==> src/rtl/ram_bcd_display.sv <==
// Synchronous RAM whose selected or auto-scanned word is converted to BCD by a
// multi-cycle shift-add-3 engine and shown on active-low 7-segment digits.
module ram_bcd_display #(
    parameter int DATA_W   = 8,
    parameter int ADDR_W   = 5,
    parameter int DIGITS   = 3,
    parameter int LZB      = 1,
    parameter int SCAN_GAP = 0
) (
    input  logic                  clock,
    input  logic                  reset,
    input  logic                  wren,
    input  logic [ADDR_W-1:0]     wraddress,
    input  logic [DATA_W-1:0]     data,
    input  logic [ADDR_W-1:0]     rdaddress,
    input  logic                  rd_req,
    input  logic                  scan_en,
    output logic [DATA_W-1:0]     q,
    output logic [7*DIGITS-1:0]   hex,
    output logic                  ovf,
    output logic                  busy,
    output logic                  done,
    output logic [ADDR_W-1:0]     cur_addr
);

    localparam int BCD_W = 4 * DIGITS;
    localparam int CNT_W = $clog2(DATA_W + 1);
    localparam int GAP_W = (SCAN_GAP > 0) ? $clog2(SCAN_GAP + 1) : 1;

    typedef enum logic [2:0] {IDLE, RD, LD, SH, OUT} state_t;

    state_t              state;
    logic [DATA_W-1:0]   mem [2**ADDR_W];
    logic [ADDR_W-1:0]   addr;
    logic [ADDR_W-1:0]   scan_addr;
    logic [GAP_W-1:0]    gap;
    logic [CNT_W-1:0]    cnt;
    logic                ovf_acc;
    logic [DATA_W-1:0]   shreg;
    logic [BCD_W-1:0]    bcd;
    logic [BCD_W-1:0]    bcd_adj;
    logic [7*DIGITS-1:0] hex_next;

    function automatic logic [BCD_W-1:0] dabble_adjust(input logic [BCD_W-1:0] b);
        logic [BCD_W-1:0] r;
        r = b;
        for (int i = 0; i < DIGITS; i++) begin
            if (b[4*i +: 4] >= 4'd5) r[4*i +: 4] = b[4*i +: 4] + 4'd3;
        end
        return r;
    endfunction

    function automatic logic [6:0] seg_decode(input logic [3:0] d);
        case (d)
            4'd0:    seg_decode = 7'b0000001;
            4'd1:    seg_decode = 7'b1001111;
            4'd2:    seg_decode = 7'b0010010;
            4'd3:    seg_decode = 7'b0000110;
            4'd4:    seg_decode = 7'b1001100;
            4'd5:    seg_decode = 7'b0100100;
            4'd6:    seg_decode = 7'b0100000;
            4'd7:    seg_decode = 7'b0001111;
            4'd8:    seg_decode = 7'b0000000;
            4'd9:    seg_decode = 7'b0000100;
            default: seg_decode = 7'b1111111;
        endcase
    endfunction

    assign busy    = (state != IDLE);
    assign bcd_adj = dabble_adjust(bcd);

    // Walk digits from the top; blanking stops at the first nonzero digit or at units.
    always_comb begin
        logic lead;
        hex_next = '1;
        lead     = (LZB != 0);
        for (int i = DIGITS - 1; i >= 0; i--) begin
            if (ovf_acc) begin
                hex_next[7*i +: 7] = 7'b1111110;
            end else if (lead && i != 0 && bcd[4*i +: 4] == 4'd0) begin
                hex_next[7*i +: 7] = 7'b1111111;
            end else begin
                hex_next[7*i +: 7] = seg_decode(bcd[4*i +: 4]);
                lead = 1'b0;
            end
        end
    end

    always_ff @(posedge clock) begin
        if (wren) mem[wraddress] <= data;
    end

    // Conversion datapath: loaded in LD, shifted once per SH cycle.
    always_ff @(posedge clock) begin
        if (state == LD) begin
            shreg <= q;
            bcd   <= '0;
        end else if (state == SH) begin
            {bcd, shreg} <= {bcd_adj[BCD_W-2:0], shreg, 1'b0};
        end
    end

    always_ff @(posedge clock) begin
        if (reset) begin
            state     <= IDLE;
            q         <= '0;
            hex       <= '1;
            ovf       <= 1'b0;
            done      <= 1'b0;
            cur_addr  <= '0;
            scan_addr <= '0;
            gap       <= '0;
            addr      <= '0;
            cnt       <= '0;
            ovf_acc   <= 1'b0;
        end else begin
            done <= 1'b0;
            case (state)
                IDLE: begin
                    if (gap != '0) gap <= gap - 1'b1;
                    if (rd_req) begin
                        addr  <= rdaddress;
                        state <= RD;
                    end else if (scan_en && gap == '0) begin
                        addr      <= scan_addr;
                        scan_addr <= scan_addr + 1'b1;
                        state     <= RD;
                    end
                end
                RD: begin
                    q     <= mem[addr];
                    state <= LD;
                end
                LD: begin
                    ovf_acc <= 1'b0;
                    cnt     <= '0;
                    state   <= SH;
                end
                SH: begin
                    // A one leaving the top nibble means the value needs another digit.
                    if (bcd_adj[BCD_W-1]) ovf_acc <= 1'b1;
                    cnt <= cnt + 1'b1;
                    if (cnt == CNT_W'(DATA_W - 1)) state <= OUT;
                end
                OUT: begin
                    hex      <= hex_next;
                    ovf      <= ovf_acc;
                    cur_addr <= addr;
                    done     <= 1'b1;
                    gap      <= GAP_W'(SCAN_GAP);
                    state    <= IDLE;
                end
                default: state <= IDLE;
            endcase
        end
    end

endmodule

==> config.mk <==
export PLATFORM = sky130hd
export DESIGN_NAME = ram_bcd_display
export DESIGN_NICKNAME = d
export VERILOG_FILES = /design/src/rtl/ram_bcd_display.sv
export SDC_FILE = /design/constraint.sdc
export NUM_CORES = 1
export LEC_CHECK = 0
export ABC_AREA = 1
export ABC_CLOCK_PERIOD_IN_PS = 2700
export CAP_MARGIN = 20
export CORE_MARGIN = 4
export CORE_UTILIZATION = 55
export DETAILED_ROUTE_END_ITERATION = 8
export PLACE_DENSITY = 0.72
export SYNTH_ARGS = -nofsm -noshare
export SYNTH_HDL_FRONTEND = slang
export SYNTH_SLANG_ARGS = --single-unit
==> constraint.sdc <==
create_clock -name clock -period 2.7 [get_ports clock]
set_input_delay 0.405 -clock clock [delete_from_list [all_inputs] [get_ports clock]]
set_output_delay 0.405 -clock clock [all_outputs]
set_load 0.02 [all_outputs]
# Word-level counts from Yosys, hierarchy flattened
# Memory sizes are Yosys's and may differ from the RTL's. A register that Yosys moved wholly into a read port is not among the register bits.
# Cells that the tools add are included.
totals:
  rom_bits: 336
  regBits: 67
  out_inout_bits: 37
  mem_bits_rw: 256
  n_memories: 4
op_classes:
  eq_ne: 8
  bitwise: 2
  reduce_logical: 13
  n_mux: 32
  magnitude_cmp: 3
  add_sub_neg: 6
mem_list:
  columns: ["memory", "words", "word_bits", "rd", "rd_ports_with_merged_regs", "wr", "line_no", "source"]
  rows:
  - ["mem", 32, 8, 1, 1, 1, "33", "logic [DATA_W-1:0] mem [2**ADDR_W];"]
  - ["(no name shown)", 16, 7, 1, 1, 0, "54", "case (d)"]
  - ["(no name shown)", 16, 7, 1, 1, 0, "54", null]
  - ["(no name shown)", 16, 7, 1, 1, 0, "54", null]
op_table:
  columns: ["operator", "n"]
  rows:
  - ["4-bit two-way mux", 9]
  - ["7-bit two-way mux", 5]
  - ["8-bit two-way mux", 2]
  - ["4-bit by 2-bit adder with 4-bit output, second input constant", 3]
  - ["4-bit by 3-bit greater-or-equal comparator with 1-bit output, second input constant", 3]
  - ["3-bit one-hot mux with 4 select lines", 1]
  - ["5-bit two-way mux", 2]
  - ["3-bit two-way mux", 3]
  - ["4-bit zero test", 2]
  - ["4-bit one-hot mux with 2 select lines", 1]
  - ["1-bit two-way mux", 7]
  - ["3-bit by 2-bit equality test with 1-bit output, second input constant", 2]
  - ["2-bit AND reduction", 3]
  - ["2-bit nonzero test", 3]
  - ["5-bit by 1-bit adder with 5-bit output, second input constant", 1]
  - ["4-bit by 1-bit adder with 4-bit output, second input constant", 1]
  - ["4-bit by 3-bit equality test with 1-bit output, second input constant", 1]
  - ["1-bit one-hot mux with 2 select lines", 2]
  - ["3-bit by 1-bit equality test with 1-bit output, second input constant", 1]
  - ["3-bit equality test, second input constant", 1]
  - ["3-bit zero test", 1]
  - ["3-bit != test, second input constant", 1]
  - ["3-bit AND reduction", 1]
  - ["3-bit nonzero test", 1]
  - ["other kinds (5)", 7]

# Longest topological paths before layout
# Gate-level depths: netlist (run 1).
depth:
  word_depth: 6
  depth_mapped: 17
  depth_no_buf: 17

# Least setup slack after synthesis (run 1)
# Ideal clock, no wire load.
synth_timing:
  kind: "reg2reg"
  from: "register state[1]"
  to: "register (tool-made name)"
  period_less_slack_ns: 1.969
  path_buffers: 1
  path_stages_with_launch: 13
  arrival_ns: 1.854
  path_slack_ns: 0.731
  setup_ns: 0.114
  t_required_ns: 2.586
  cell_sequence: "dfxtp_1 -> inv_2 -> nor2_8 -> nand2_2 -> inv_2 -> buf_4 -> nand4_1 -> nand2_1 -> inv_1 -> ha_1 -> nand4_1 -> nand3_1 -> nand2_1"
synth_rtl:
  columns: ["item", "line_no", "source"]
  rows:
  - ["start: declaration", "32", "state_t state;"]
  - ["start signal: assignment", "105", "state <= IDLE;"]
  - ["start signal: assignment", "123", "state <= RD;"]
  - ["start signal: assignment", "127", "state <= RD;"]

# Worst setup path in the final report (run 1)
layout_timing:
  from: "register state[2]"
  to: "output port busy"
layout_via:
  elab_chain_len: 1
layout_lines:
  columns: ["item", "line_no", "source"]
  rows:
  - ["3-bit nonzero test", "69", "assign busy = (state != IDLE);"]
  - ["end: declaration", "21", "output logic busy,"]
# Every way passes these cells.

==> run metrics, run 1 <==
clock tree from TritonCTS=yes; CP Capture Type=primary output; vias per cell=5.57; Area Overhead vs Synth=15.6%; Num Clock Sinks=351; number of global-route vias before repair=9949; logic gate share of total power=between 10% and 20%; setup TNS=0 ns; Fillers=2024; Vias=10400; period utilization=approximately nine tenths; Net Sw Power=3.87 mW; most frequent cells in the layout=nand2_1 (464), edfxtp_1 (264), nand3_1 (252); DP HPWL=20900 um; area of the die=a little under 30000 um^2; largest net degree at the start of global routing=approximately 130; CP required=approximately 2.3 ns; Syn Area/Cell=between 10 and 15 um^2; clock buffer depth=3; Die H=171 um; DRC=0; # setup viols final=0; Sequential Power Share=roughly 47%; # hold bufs at CTS=0; RSZ-0062 raised after global routing=no; post_cts resized=0; ratio of cells with drive above 1 in the final layout=9.01%; sw frac=between 20% and 30%; Peak Freq=approximately 420 MHz; setup bufs post-CTS=0; Final GP Congestion=approximately 0.91; total power=13.4 mW; total gr overflow=0; Max VDD drop=between 0.0006 and 0.0007 V; Tot GR Track Use=22.8%; drt wl/cell=roughly 18 um; drt pass-1 iters=7; clock share of power=approximately 34%; EDFF count, synth=264; worst-path maximum fanout=3; flops & latches, synth=roughly 350; H-tree Lvls=2; Die W=171 um; Pint=around 9.5 mW; first-pass GRT wire length=~52000 um; top_reg_cell synth=edfxtp_1; Synth cell types=34; min cycle time layout=about 2.4 ns; Skew-Pair Late Insertion Delay=approximately 0.53 ns; most common cell after layout, fill and taps aside=nand2_1; clock skew=0.0205 ns; number of port buffers=between 50 and 60; Synth Instances=1421; warnings from Yosys=0; synthesized cell area=about 15000 um^2; initial antenna violation count=0; Hold Vio Cnt, Final=0; Pins Over Slew Limit=0; row count=slightly below 60; max-cap violations=0; CTS Buf Count=36; worst setup path category=reg -> out; Post-Route WL=about 33000 um; syn_nets=1468; crit path launch type=flop; worst slew pin tran=around 0.70 ns; Post-synth ARST share=0%; sequential area share after synthesis=approximately 66%; root buffer cell=clkbuf_16; Hold WS=0.445 ns; Worst-path clk slew=around 0.06 ns; Cell Pwr Density=793 nW/um^2; Final ANT Viol Nets=0; Slew headroom=between 50% and 60%; antenna cells=0; Lkg Pwr=between 6 and 7 nW; Critical Path AT=just under 2 ns; CP Launch Point=state[2]; core area=26100 um^2; Starting Density=between 50% and 60%; # IOs=60; reg-to-reg critical path startpoint=state[1]; status=completed; # nets final=approximately 1600; final core utilization=between 60% and 70%; Min-Delay Path Class=reg -> reg; DRT iter0 DRCs=around 1100
[power by group through the flow]
stage	sequential (mW)	combinational, mW	clock, mW
floorplan	6.36	1.76	0
global placement	6.39	2.46	0
detailed placement	6.39	2.52	0
CTS	6.28	2.54	4.58
global route	6.32	2.87	4.85
finish	6.28	2.55	4.52
[area by class of cell]
type / instances / area, um^2 / share of cell area, %
inverter: 78 / 294 / 1.74
clock inverter: 20 / 105 / 0.624
sequential: 351 / 9670 / 57.4
clock buffer: 45 / 966 / 5.73
tap: 335 / 419 / 2.49
multi-input combinational: 922 / 4320 / 25.7
timing repair buffer: 116 / 1070 / 6.34
[through the flow]
stage               instances  cell area [um^2]  setup slack, ns
global route             1867             16900            0.137
CTS                      1867             16900            0.294
detailed placement       1802             15800            0.423
global placement         1802             15800            0.519
floorplan                1421             14600            0.731
finish                   1867             16900            0.321
[path summary, 6_finish.rpt]
path / end / slack, ns / cells past startpoint
setup / recovery: busy / 0.32 / 5
hold / removal: hex[19] / 0.44 / 2
setup reg to reg: flop / 0.40 / 11
hold reg to reg: hex[19] / 0.44 / 2
[state kept, by name (all words and copies together), names as in the netlist, named ones only]
register and cells:
bcd 12, hex 21, state 3, cnt 4, q 8, scan_addr 5, mem 256, done 1
addr 5, ovf_acc 1, ovf 1, shreg 8, cur_addr 5
[cells by family after synthesis]
kind of cell | synth area share, %
AOI/OAI and AO/OA | 4.02
xor gates and xnor gates | 0.120
adders and majority gates | 2.06
buffers and inverters | 4.05
DFF | 66.3
and+or+nand+nor | 23.4
[metal layers]
metal,wire [um],vias to the layer above,track usage [%]
li1,-,5028,-
met1,14100,4973,30.9
met2,16300,343,38.7
met3,1990,63,3.42
met4,858,0,6.98
met5,0,-,0
[synthesized netlist by cell type, types with 3 or more instances]
cell type	instances	area (um^2)
nand4_1	11	68.8
buf_4	3	22.5
clkinv_1	3	11.3
inv_1	68	255
buf_1	11	41.3
nand3_2	3	30.0
buf_2	13	65.1
o21ai_1	7	35.0
nand2_2	8	50.1
ha_1	24	300
nor2_1	51	191
a211oi_1	12	90.1
edfxtp_1	264	7930
a21oi_1	22	110
nand2_1	464	1740
nand3_1	252	1260
clkbuf_1	42	158
dfxtp_1	87	1740
inv_2	7	26.3
o21ai_0	36	180
o22ai_1	14	87.6
[worst max-delay path, stage by stage (launching register included)]
cell,delay [ns]
dfxtp_1,0.46
inv_1,0.13
nand2_1,0.12
inv_1,0.07
nand2_1,0.08
clkdlybuf4s50_1,0.61
Power figures use the tool's default switching activity.
==> run 2: changes to the inputs <==
Settings changed: CTS_CLUSTER_SIZE set to 20, SKIP_CTS_REPAIR_TIMING set to 1.
==> results of run 2 <==
The final DEF is identical to that of run 1; final timing and power are the same.
